**src/rtl/inv_factorial_pkg.sv**
```systemverilog
// Shared definitions for the inverse-factorial unit: controller state
// encoding and the load value used to seed the running factorial and index.
package inv_factorial_pkg;

  typedef enum logic [1:0] {
    IDLE = 2'd0,
    RUN  = 2'd1,
    DONE = 2'd2
  } state_t;

  localparam int ONE = 1;

endpackage

```
**src/rtl/inv_factorial_datapath.sv**
```systemverilog
// Datapath for the inverse-factorial unit: operand, running-factorial and
// index registers, the incrementer, the double-width multiplier and compares.
module inv_factorial_datapath
  import inv_factorial_pkg::*;
#(
  parameter int WIDTH = 8
) (
  input  logic             clk,
  input  logic             rst_n,
  input  logic [WIDTH-1:0] n_in,
  input  logic             n_load,
  input  logic             fi_load,
  input  logic             sel_one,
  output logic [WIDTH-1:0] i_val,
  output logic             le_n,
  output logic             n_zero,
  output logic             f_eq_n
);

  logic [WIDTH-1:0]   n_reg;
  logic [WIDTH-1:0]   f_reg;
  logic [WIDTH-1:0]   i_reg;
  logic [WIDTH-1:0]   i_inc;
  logic [2*WIDTH-1:0] prod;
  logic [WIDTH-1:0]   f_next;
  logic [WIDTH-1:0]   i_next;

  // The product is formed at double width so the compare against n_reg can
  // never be fooled by a wrapped factorial, even for an all-ones operand.
  assign i_inc  = i_reg + {{(WIDTH-1){1'b0}}, 1'b1};
  assign prod   = {{WIDTH{1'b0}}, f_reg} * {{WIDTH{1'b0}}, i_inc};
  assign le_n   = (prod <= {{WIDTH{1'b0}}, n_reg});
  assign n_zero = (n_reg == {WIDTH{1'b0}});
  assign f_eq_n = (f_reg == n_reg);
  assign f_next = sel_one ? WIDTH'(ONE) : prod[WIDTH-1:0];
  assign i_next = sel_one ? WIDTH'(ONE) : i_inc;
  assign i_val  = i_reg;

  // Operand register, loaded only when a start is accepted.
  always_ff @(posedge clk or negedge rst_n) begin
    if (!rst_n) begin
      n_reg <= {WIDTH{1'b0}};
    end else if (n_load) begin
      n_reg <= n_in;
    end else begin
      n_reg <= n_reg;
    end
  end

  // Running factorial and index registers, seeded to one or stepped forward.
  always_ff @(posedge clk or negedge rst_n) begin
    if (!rst_n) begin
      f_reg <= {WIDTH{1'b0}};
      i_reg <= {WIDTH{1'b0}};
    end else if (fi_load) begin
      f_reg <= f_next;
      i_reg <= i_next;
    end else begin
      f_reg <= f_reg;
      i_reg <= i_reg;
    end
  end

endmodule

```
**src/rtl/inv_factorial.sv**
```systemverilog
// Inverse factorial: finds the largest x with x! <= N, one multiply per cycle,
// and flags whether N is exactly x!. Holds the controller FSM and result regs.
module inv_factorial
  import inv_factorial_pkg::*;
#(
  parameter int WIDTH = 8,
  parameter int XW    = 8
) (
  input  logic             CLK,
  input  logic             RST,
  input  logic [WIDTH-1:0] N,
  input  logic             start,
  output logic             busy,
  output logic             done,
  output logic [XW-1:0]    x_out,
  output logic             exact
);

  state_t           state;
  state_t           state_next;
  logic             n_load;
  logic             fi_load;
  logic             sel_one;
  logic             res_load;
  logic             res_zero;
  logic [WIDTH-1:0] i_val;
  logic             le_n;
  logic             n_zero;
  logic             f_eq_n;

  inv_factorial_datapath #(.WIDTH(WIDTH)) u_dp (
    .clk    (CLK),
    .rst_n  (RST),
    .n_in   (N),
    .n_load (n_load),
    .fi_load(fi_load),
    .sel_one(sel_one),
    .i_val  (i_val),
    .le_n   (le_n),
    .n_zero (n_zero),
    .f_eq_n (f_eq_n)
  );

  // Controller state register.
  always_ff @(posedge CLK or negedge RST) begin
    if (!RST) begin
      state <= IDLE;
    end else begin
      state <= state_next;
    end
  end

  // Next-state and datapath control decode.
  always_comb begin
    state_next = state;
    n_load     = 1'b0;
    fi_load    = 1'b0;
    sel_one    = 1'b0;
    res_load   = 1'b0;
    res_zero   = 1'b0;
    case (state)
      IDLE: begin
        if (start) begin
          n_load     = 1'b1;
          fi_load    = 1'b1;
          sel_one    = 1'b1;
          state_next = RUN;
        end else begin
          state_next = IDLE;
        end
      end
      RUN: begin
        if (n_zero) begin
          res_load   = 1'b1;
          res_zero   = 1'b1;
          state_next = DONE;
        end else if (le_n) begin
          fi_load    = 1'b1;
          state_next = RUN;
        end else begin
          res_load   = 1'b1;
          state_next = DONE;
        end
      end
      DONE: begin
        state_next = IDLE;
      end
      default: begin
        state_next = IDLE;
      end
    endcase
  end

  // Status flags registered from the upcoming state so they align with it.
  always_ff @(posedge CLK or negedge RST) begin
    if (!RST) begin
      busy <= 1'b0;
      done <= 1'b0;
    end else begin
      busy <= (state_next != IDLE);
      done <= (state_next == DONE);
    end
  end

  // Result registers only move on the transition into DONE.
  always_ff @(posedge CLK or negedge RST) begin
    if (!RST) begin
      x_out <= {XW{1'b0}};
      exact <= 1'b0;
    end else if (res_load) begin
      x_out <= res_zero ? {XW{1'b0}} : XW'(i_val);
      exact <= res_zero ? 1'b0 : f_eq_n;
    end else begin
      x_out <= x_out;
      exact <= exact;
    end
  end

endmodule

```
**config.mk**
```make
export PLATFORM = sky130hd
export DESIGN_NAME = inv_factorial
export DESIGN_NICKNAME = d
export VERILOG_FILES = /design/src/rtl/inv_factorial_pkg.sv /design/src/rtl/inv_factorial_datapath.sv /design/src/rtl/inv_factorial.sv
export SDC_FILE = /design/constraint.sdc
export NUM_CORES = 1
export LEC_CHECK = 0
export CORE_ASPECT_RATIO = 0.7
export CORE_MARGIN = 4
export CORE_UTILIZATION = 35
export DETAILED_ROUTE_END_ITERATION = 6
export PLACE_DENSITY_LB_ADDON = 0.08
export SLEW_MARGIN = 0
export SYNTH_ARGS = -nofsm -noshare
export SYNTH_HDL_FRONTEND = slang
export SYNTH_SLANG_ARGS = --single-unit
```
**constraint.sdc**
```tcl
create_clock -name CLK -period 9.8 [get_ports CLK]
set_input_delay 1.47 -clock CLK [delete_from_list [all_inputs] [get_ports CLK]]
set_output_delay 1.47 -clock CLK [all_outputs]
set_load 0.03 [all_outputs]
```
After elaboration in Yosys (flattened, before gate mapping) --
Cells that the tools add are included.
Word-level totals: bits in registers 37, input port bits 11, output and inout bits 11, word-level logic and storage cells 35
Operators by class: $add $sub $neg 1, multipliers 1, order comparisons 1, equality and inequality tests 3, multiplexer cells 18, reductions and logical operators 3
Operators by type and width (count):
- 2-to-1 mux 8 bit | 3
- less-or-equal comparator 16 x 8 -> 1 bit | 1
- multiplier 8 x 8 -> 16 bit | 1
- 2-to-1 mux 1 bit | 11
- adder 8 x 1 -> 8 bit, second input constant | 1
- equality test 8 bit | 1
- logical NOT 8 bit | 1
- 2-to-1 mux 2 bit | 2
- case mux 2 bit (2 select lines) | 1
- equality test 2 x 1 -> 1 bit, second input constant | 1
- equality test 2 bit, second input constant | 1
- logical NOT 2 bit | 1
- case mux 1 bit (2 select lines) | 1
- nonzero test 2 bit | 1

Depth between registers and ports, before layout --
Gate-level depths: netlist (run 1).
depth after elaboration 7, mapped depth 28, gate-level depth less buffers 25

By module --
Synthesis (run 1) repeated with hierarchy kept, for this count alone.
Unflattened totals: cells, all modules 474, area total of the unflattened synthesis 4106.4 µm²
By module, submodules not included:
- inv_factorial_datapath | instances 1, cells each 420, area an instance 3539.6 µm², sequential area each 600.6 µm²
- inv_factorial | instances 1, cells each 54, area an instance 566.8 µm², sequential area each 325.3 µm²

Worst setup path before layout (run 1) --
Ideal clock, no wire load.
kind register -> register, start point reg u_dp.i_reg[0] (netlist: u_dp.i_val[0]), end point reg exact, setup time 0.128 ns, data arrival time 5.946 ns, required time 9.672 ns, setup slack 3.727 ns, stages on the path, launching flop included 24, path buffers 1, clock period less this slack 6.073 ns, path through dfrtp_1 and3_1 nand3_1 nor2_1 xor2_1 nand2_1 fa_1 fa_1 fa_1 fa_1 inv_1 ha_1 o21ai_1 nor2_1 nor2_1 ha_1 nand4_1 o21ai_0 o311ai_0 nor4_4 nand3_2 o311ai_4 buf_6 mux2_1
On the way: word-level cells in the longest chain between the ends 6
Ends and longest elaborated chain:
- start, declared | RTL line inv_factorial_datapath.sv:22 | logic [WIDTH-1:0] i_reg;
- start signal, assigned | RTL line inv_factorial_datapath.sv:54 | i_reg <= {WIDTH{1'b0}};
- start signal, assigned | RTL line inv_factorial_datapath.sv:57 | i_reg <= i_next;
- start signal, assigned | RTL line inv_factorial_datapath.sv:60 | i_reg <= i_reg;
- adder 8 x 1 -> 8 bit | RTL line inv_factorial_datapath.sv:30 | assign i_inc = i_reg + {{(WIDTH-1){1'b0}}, 1'b1};
- multiplier 8 x 8 -> 16 bit | RTL line inv_factorial_datapath.sv:31 | assign prod = {{WIDTH{1'b0}}, f_reg} * {{WIDTH{1'b0}}, i_inc};
- less-or-equal comparator 16 x 8 -> 1 bit | RTL line inv_factorial_datapath.sv:32 | assign le_n = (prod <= {{WIDTH{1'b0}}, n_reg});
- 2-to-1 mux 1 bit | RTL line inv_factorial.sv:77 | end else if (le_n) begin
- 2-to-1 mux 1 bit | RTL line inv_factorial.sv:73 | if (n_zero) begin
- 2-to-1 mux 1 bit | RTL line inv_factorial.sv:61 | case (state)
- end signal, assigned | RTL line inv_factorial.sv:112 | exact <= res_zero ? 1'b0 : f_eq_n;
- end signal, assigned | RTL line inv_factorial.sv:115 | exact <= exact;
- end, declared | RTL line inv_factorial.sv:16 | output logic exact
Every way passes these cells. A chain may end at the register's enable or synchronous reset.

Worst setup path after layout (run 1) --
start point reg u_dp.i_reg[0] (netlist: u_dp.i_val[0]), end point reg x_out[5]
On the way: word-level cells in the longest chain between the ends 6
Ends and longest elaborated chain:
- adder 8 x 1 -> 8 bit | RTL line inv_factorial_datapath.sv:30
- multiplier 8 x 8 -> 16 bit | RTL line inv_factorial_datapath.sv:31
- less-or-equal comparator 16 x 8 -> 1 bit | RTL line inv_factorial_datapath.sv:32
- 2-to-1 mux 1 bit | RTL line inv_factorial.sv:77
- 2-to-1 mux 1 bit | RTL line inv_factorial.sv:73
- 2-to-1 mux 1 bit | RTL line inv_factorial.sv:61
- end signal, assigned | RTL line inv_factorial.sv:108 | x_out <= {XW{1'b0}};
- end signal, assigned | RTL line inv_factorial.sv:111 | x_out <= res_zero ? {XW{1'b0}} : XW'(i_val);
- end signal, assigned | RTL line inv_factorial.sv:114 | x_out <= x_out;
- end, declared | RTL line inv_factorial.sv:15 | output logic [XW-1:0] x_out,
Every way passes these cells.

==> results.yml, run 1 <==
status:
  status: "complete, no violations"
floorplan:
  ioPinCount: 22
  die_w_um: 139
  fp-row-count: 33
  die_height_um: 99.8
  dieArea_um2: 13900
  start_util_pct: 35.9
  core_area_um2: 11700
grt:
  grt_pass1_vias: 3307
  overflow: 0
  grt_pass1_wl_um: 17800
  grt_use_total_pct: 16.1
  grt_max_degree: 38
  antenna_found_initial: 0
layout:
  layout-area-overhead-vs-synth_pct: 11.3
  nFillCells: 1197
  nNetsFinal: 593
  n_antenna_cell: 0
  layout-drive-gt1-share_pct: 4.58
cts:
  cts_resized: 0
  cts_tree: "done"
  cts.clk_slew.worst_paths_ns: 0.06
  clk_latency_ns: 0.29
  post-cts-setup-buffer-count: 0
  htree_num_levels: 2
  cts_buffers: 5
  cts_hold_buf: 0
  clk_root_buffer_cell: "clkbuf_16"
  clockBufferDepth: 2
  clkSinkCount: 37
worst_setup_path:
  crit_buf_inv: 1
  crit_chain: "ha_1 -> nand3_1 -> nor2_1 -> xor2_1 -> nand2_1 -> fa_1 -> fa_1 -> fa_1 -> fa_1 -> inv_1 -> ha_1 -> o21ai_1 -> nor2_1 -> nor2_1 -> ha_1 -> nand4_1 -> o21ai_0 -> o311ai_0 -> nor4_4 -> nand3_2 -> o311ai_4 -> mux2_2"
  cp_max_fo: 15
  cp.required_ns: 9.97
  reg2reg_from: "u_dp.i_val[0]"
  r2r_slack_ns: 2.60
  cp_top_family: "adder cells"
  worstPathArrival_ns: 7.37
  critPathMaxStageDelay_ns: 0.63
  timing.rr.end: "x_out[5]"
  critPathLaunchType: "register"
  path_class: "reg2reg"
  cpMostUsedCell: "fa_1"
  reg2reg_depth: 22
  end_kind: "register"
  crit_slowest_cell: "o311ai_4"
yosys:
  syn_area_um2: 4210
  synth_seq_cells: 37
  synth-edff-count: 0
  yosys_warnings: 0
  synthDistinctLibCells: 55
  synth_common_cells: "inv_1, nand2_1, ha_1"
  synthTopCellsByArea: "dfrtp_1, fa_1, ha_1, inv_1, nand2_1"
  ys_async_sr_fraction_pct: 100
  post-synth-top-area-cell: "dfrtp_1"
  postSynthCellCount: 490
  post-synth-top-count-cell: "inv_1"
  syn_avg_cell_area_um2: 8.60
  synthesis.nets: 582
  yosysTopAreaCellShare_pct: 22.0
  synth_ff_type: "dfrtp_1"
  yosysSeqAreaShare_pct: 22.0
detailed_routing:
  wire_per_inst_um: 15.9
  drtIter0Drc: 150
  ant_nets: 0
  vias_per_cell: 4.93
  routed-via-count: 3246
  drc: 0
  wirelength_um: 10500
  first_pass_iters: 4
timing:
  clock_skew_ns: 0.00424
  hold_viol_final: 0
  setup_viol: 0
  slew_headroom_pct: 45.8
  clock.fmax_mhz: 139
  rsz0062_at_grt: "no"
  timing.final.ws_setup_ns: 2.60
  fin_crit_ns: 7.20
  maxSlewViolCount: 0
  fin_crit_sh_pct: 73.5
  tns_ns: 0
  tightestPinTransition_ns: 0.814
min_path:
  hold_depth: 1
  worstHoldPathType: "reg2reg"
  min_to: "busy"
  hp-start: "state[1]"
pwr:
  finalPower_w: 0.00105
  cellPowerDensity_nw_per_um2: 225
  p_leak_nw: 2.33
  max-vdd-ir-drop_uv: 104
place:
  gp_congestion: 0.894
  dp_hpwl_um: 8550
  portBuffers: 21
  place_ws_ns: 2.55
job:
  maxCapViolCount: 0
[layout make-up]
| class | instances | area, um^2 | area share [%] |
|---|---|---|---|
| multi-input combinational | 356 | 2910 | 62.0 |
| sequential | 37 | 926 | 19.7 |
| inverter | 79 | 297 | 6.32 |
| timing repair buffer | 22 | 213 | 4.54 |
| tap | 157 | 196 | 4.19 |
| clock buffer | 6 | 139 | 2.96 |
| clock inverter | 2 | 13.8 | 0.293 |
[worst max path at each step]
| stage | startpoint | endpoint | slack, ns | depth (start not counted) |
|---|---|---|---|---|
| 2_1_floorplan | u_dp.i_val[0] | exact | 3.73 | 23 |
| 4_1_cts | u_dp.i_val[0] | x_out[5] | 2.54 | 22 |
| 3_3_place_gp | u_dp.i_val[0] | x_out[5] | 2.78 | 22 |
| 3_5_place_dp | u_dp.i_val[0] | x_out[5] | 2.55 | 22 |
| 6_report | u_dp.i_val[0] | x_out[5] | 2.60 | 22 |
| 5_1_grt | u_dp.i_val[0] | x_out[5] | 1.84 | 23 |
[cells in the final DEF (no fill, tap or decap), types with 6 or more instances in the layout]
cell	netlist	routed
a21oi_1	18	18
nand4_1	7	7
xor2_1	13	13
nor2b_1	18	18
nor3_1	6	6
nand2_1	69	69
dfrtp_1	37	37
nor2_1	19	19
o21ai_0	26	26
ha_1	45	45
nand2b_1	7	7
and2_1	27	27
fa_1	36	36
inv_1	78	78
mux2i_1	9	9
clkdlybuf4s50_1	0	20
[stage by stage]
stage / std cells / instance area [um^2] / hold WS [ns] / utilization (%)
final: 659 / 4690 / 0.455 / 40.0
after global placement: 651 / 4540 / 0.445 / 38.7
after global routing: 659 / 4690 / 0.468 / 40.0
after detailed placement: 651 / 4540 / 0.448 / 38.7
after floorplan: 490 / 4210 / 0.424 / -
after CTS: 659 / 4690 / 0.458 / 40.0
[worst reg2reg max path: stages (launching register included)]
cell,delay (ns)
dfrtp_1,0.60
ha_1,0.26
nand3_1,0.11
nor2_1,0.15
xor2_1,0.50
nand2_1,0.16
fa_1,0.54
fa_1,0.54
fa_1,0.52
fa_1,0.58
inv_1,0.05
ha_1,0.36
o21ai_1,0.13
nor2_1,0.17
nor2_1,0.10
ha_1,0.32
nand4_1,0.12
o21ai_0,0.16
o311ai_0,0.21
nor4_4,0.31
nand3_2,0.16
o311ai_4,0.63
mux2_2,0.41
[routing by layer]
metal	share of wire [%]	GRT usage, %
met1	56	25.9
met2	41	22.9
met3	2.5	2.57
met4	0.60	2.26
met5	0	0
[report_power, final]
| group | total (W) | internal, W | switching, W |
|---|---|---|---|
| combinational | 0.000609 | 0.000243 | 0.000367 |
| clock | 0.000166 | 0.000101 | 0.0000646 |
| sequential | 0.000279 | 0.000203 | 0.0000761 |
| total | 0.00105 | 0.000547 | 0.000507 |
[cells by family after synthesis]
kind of cell / count (synthesis) / share of synthesized area [%]
xor+xnor: 15 / 3.12
fa+ha+maj: 81 / 30.5
mux: 11 / 2.67
flops: 37 / 22.0
buf+inv: 97 / 9.06
compound gates: 71 / 10.7
simple gates: 178 / 22.0
(Power assumes the default switching activity.)
==> inputs of run 2 (changes only) <==
Clock period 9.8 ns to 6.28 ns, I/O delays scaled along.
==> run 2 against run 1 <==
Against the previous run: setup slack worse by 2.4 ns; critical path type unchanged; first-iteration DRC count up 27%; hold slack better by 0.00085 ns; total power up 88%; non-clock buffer count up 39; sequential share of layout area down 1.9 points; clock power up 98%; largest cell class unchanged; critical path depth up 3; clock skew up 0.0017 ns.
==> results.yml, run 2 (same netlist as run 1, synthesis figures left out) <==
grt:
  overflow: 0
  grt_use_total_pct: 16.2
  antenna_found_initial: 0
  grt_pass1_vias: 3390
  grt_pass1_wl_um: 17900
  grt_max_degree: 38
detailed_routing:
  wirelength_um: 10800
  routed.top_layer: "met4"
  wl_met1_um: 5840
  ant_nets: 0
  drtIter0Drc: 190
  wire_per_inst_um: 15.5
  routed-via-count: 3430
  vias_per_cell: 4.91
  met3_length_um: 421
  wl_met2_um: 4440
  drc: 0
  first_pass_iters: 4
min_path:
  worstHoldPathType: "reg2reg"
timing:
  setup_viol: 0
  maxSlewViolCount: 0
  hold_viol_final: 0
  clock.fmax_mhz: 165
  slew_headroom_pct: 43.1
  tns_ns: 0
  clock_skew_ns: 0.00590
  tightestPinTransition_ns: 0.854
  fin_crit_ns: 6.08
  timing.final.ws_setup_ns: 0.202
  fin_crit_sh_pct: 96.8
job:
  maxCapViolCount: 0
cts:
  htree_num_levels: 2
  cts_hold_buf: 0
  cts.clk_slew.worst_paths_ns: 0.06
  cts_tree: "done"
  clk_latency_ns: 0.29
  cts_buffers: 5
  clkSinkCount: 37
  clk_root_buffer_cell: "clkbuf_16"
  clockBufferDepth: 2
floorplan:
  start_util_pct: 35.9
  core_area_um2: 11700
  dieArea_um2: 13900
  die_w_um: 139
  fp-row-count: 33
  die_height_um: 99.8
  ioPinCount: 22
layout:
  layout-drive-gt1-share_pct: 16.5
  final_cell_mix: "inv_1, nand2_1, ha_1, dfrtp_1"
  multi_input_area_um2: 3060
  seq_area_um2: 927
  final_common_cell: "inv_1"
  nFillCells: 1157
  n_antenna_cell: 0
  layout-area-overhead-vs-synth_pct: 23.5
  nNetsFinal: 632
  final_core_util_pct: 44.4
worst_setup_path:
  cp_max_fo: 7
  worstPathArrival_ns: 6.24
  end_kind: "register"
  cp.required_ns: 6.45
  path_class: "reg2reg"
  critPathLaunchType: "register"
pwr:
  cellPowerDensity_nw_per_um2: 380
  finalPower_w: 0.00198
  p_leak_nw: 2.54
  max-vdd-ir-drop_uv: 179
place:
  dp_hpwl_um: 8740
  place_ws_ns: -0.224
  portBuffers: 21
  gp_congestion: 0.797
status:
  status: "complete, no violations"
[run 2: path summary, 6_finish.rpt]
path | start | endpoint | slack [ns] | depth (start not counted)
worst max-delay path | u_dp.i_val[0] | x_out[5] | 0.20 | 25
worst min-delay path | state[1] | busy | 0.46 | 1
worst max register to register | u_dp.i_val[0] | x_out[5] | 0.20 | 25
worst min register to register | state[1] | busy | 0.46 | 1
max in group asynchronous | RST | u_dp.i_val[2] | 4.93 | 1
min in group asynchronous | RST | done | 0.76 | 1
[run 2: per-layer routing]
layer | global-route usage (%) | vias to the layer above
met3 | 2.86 | 8
met1 | 26.2 | 1680
li1 | - | 1690
met5 | 0 | -
met4 | 2.48 | 0
met2 | 22.6 | 52
[run 2: critical path, stage by stage, from the launching register on]
cell	delay, ns
dfrtp_1	0.43
buf_4	0.15
buf_6	0.09
nand3_1	0.09
xor2_2	0.18
buf_4	0.18
nand2b_1	0.16
fa_1	0.41
inv_1	0.09
fa_1	0.39
inv_1	0.08
fa_1	0.45
fa_1	0.53
inv_1	0.08
ha_2	0.26
a211oi_2	0.09
buf_4	0.14
buf_4	0.12
buf_4	0.12
nor4_1	0.49
a2111oi_2	0.12
o21a_1	0.22
or2_1	0.28
o311ai_4	0.33
buf_4	0.18
mux2_2	0.31
[run 2: metrics by stage]
stage                     cells  hold slack [ns]  area, um^2
after CTS                   687            0.462        5020
final                       698            0.456        5200
after global routing        698            0.491        5200
after detailed placement    669            0.451        4680
after global placement      669            0.446        4680
after floorplan             490            0.424        4210
[run 2: layout make-up]
cell class | instances | area share (%)
clock buffers | 5 | 2.40
multi-input cells | 356 | 58.7
clock inverters | 3 | 1.25
repair buffers | 61 | 10.3
inverters | 79 | 5.70
flip-flops and latches | 37 | 17.8
well taps | 157 | 3.77
[run 2: repair_timing]
action,CTS,global route
cloned,0,0
buffers inserted,10,11
endpoints found under the setup margin,25,24
pin swaps,9,20
gates resized for setup,15,25
[run 2: where the power goes]
group / total [W] / switching (W) / internal, W
Combinational: 0.00123 / 0.000649 / 0.000579
Sequential: 0.000422 / 0.000105 / 0.000318
Clock: 0.000329 / 0.000103 / 0.000227
Total: 0.00198 / 0.000856 / 0.00112
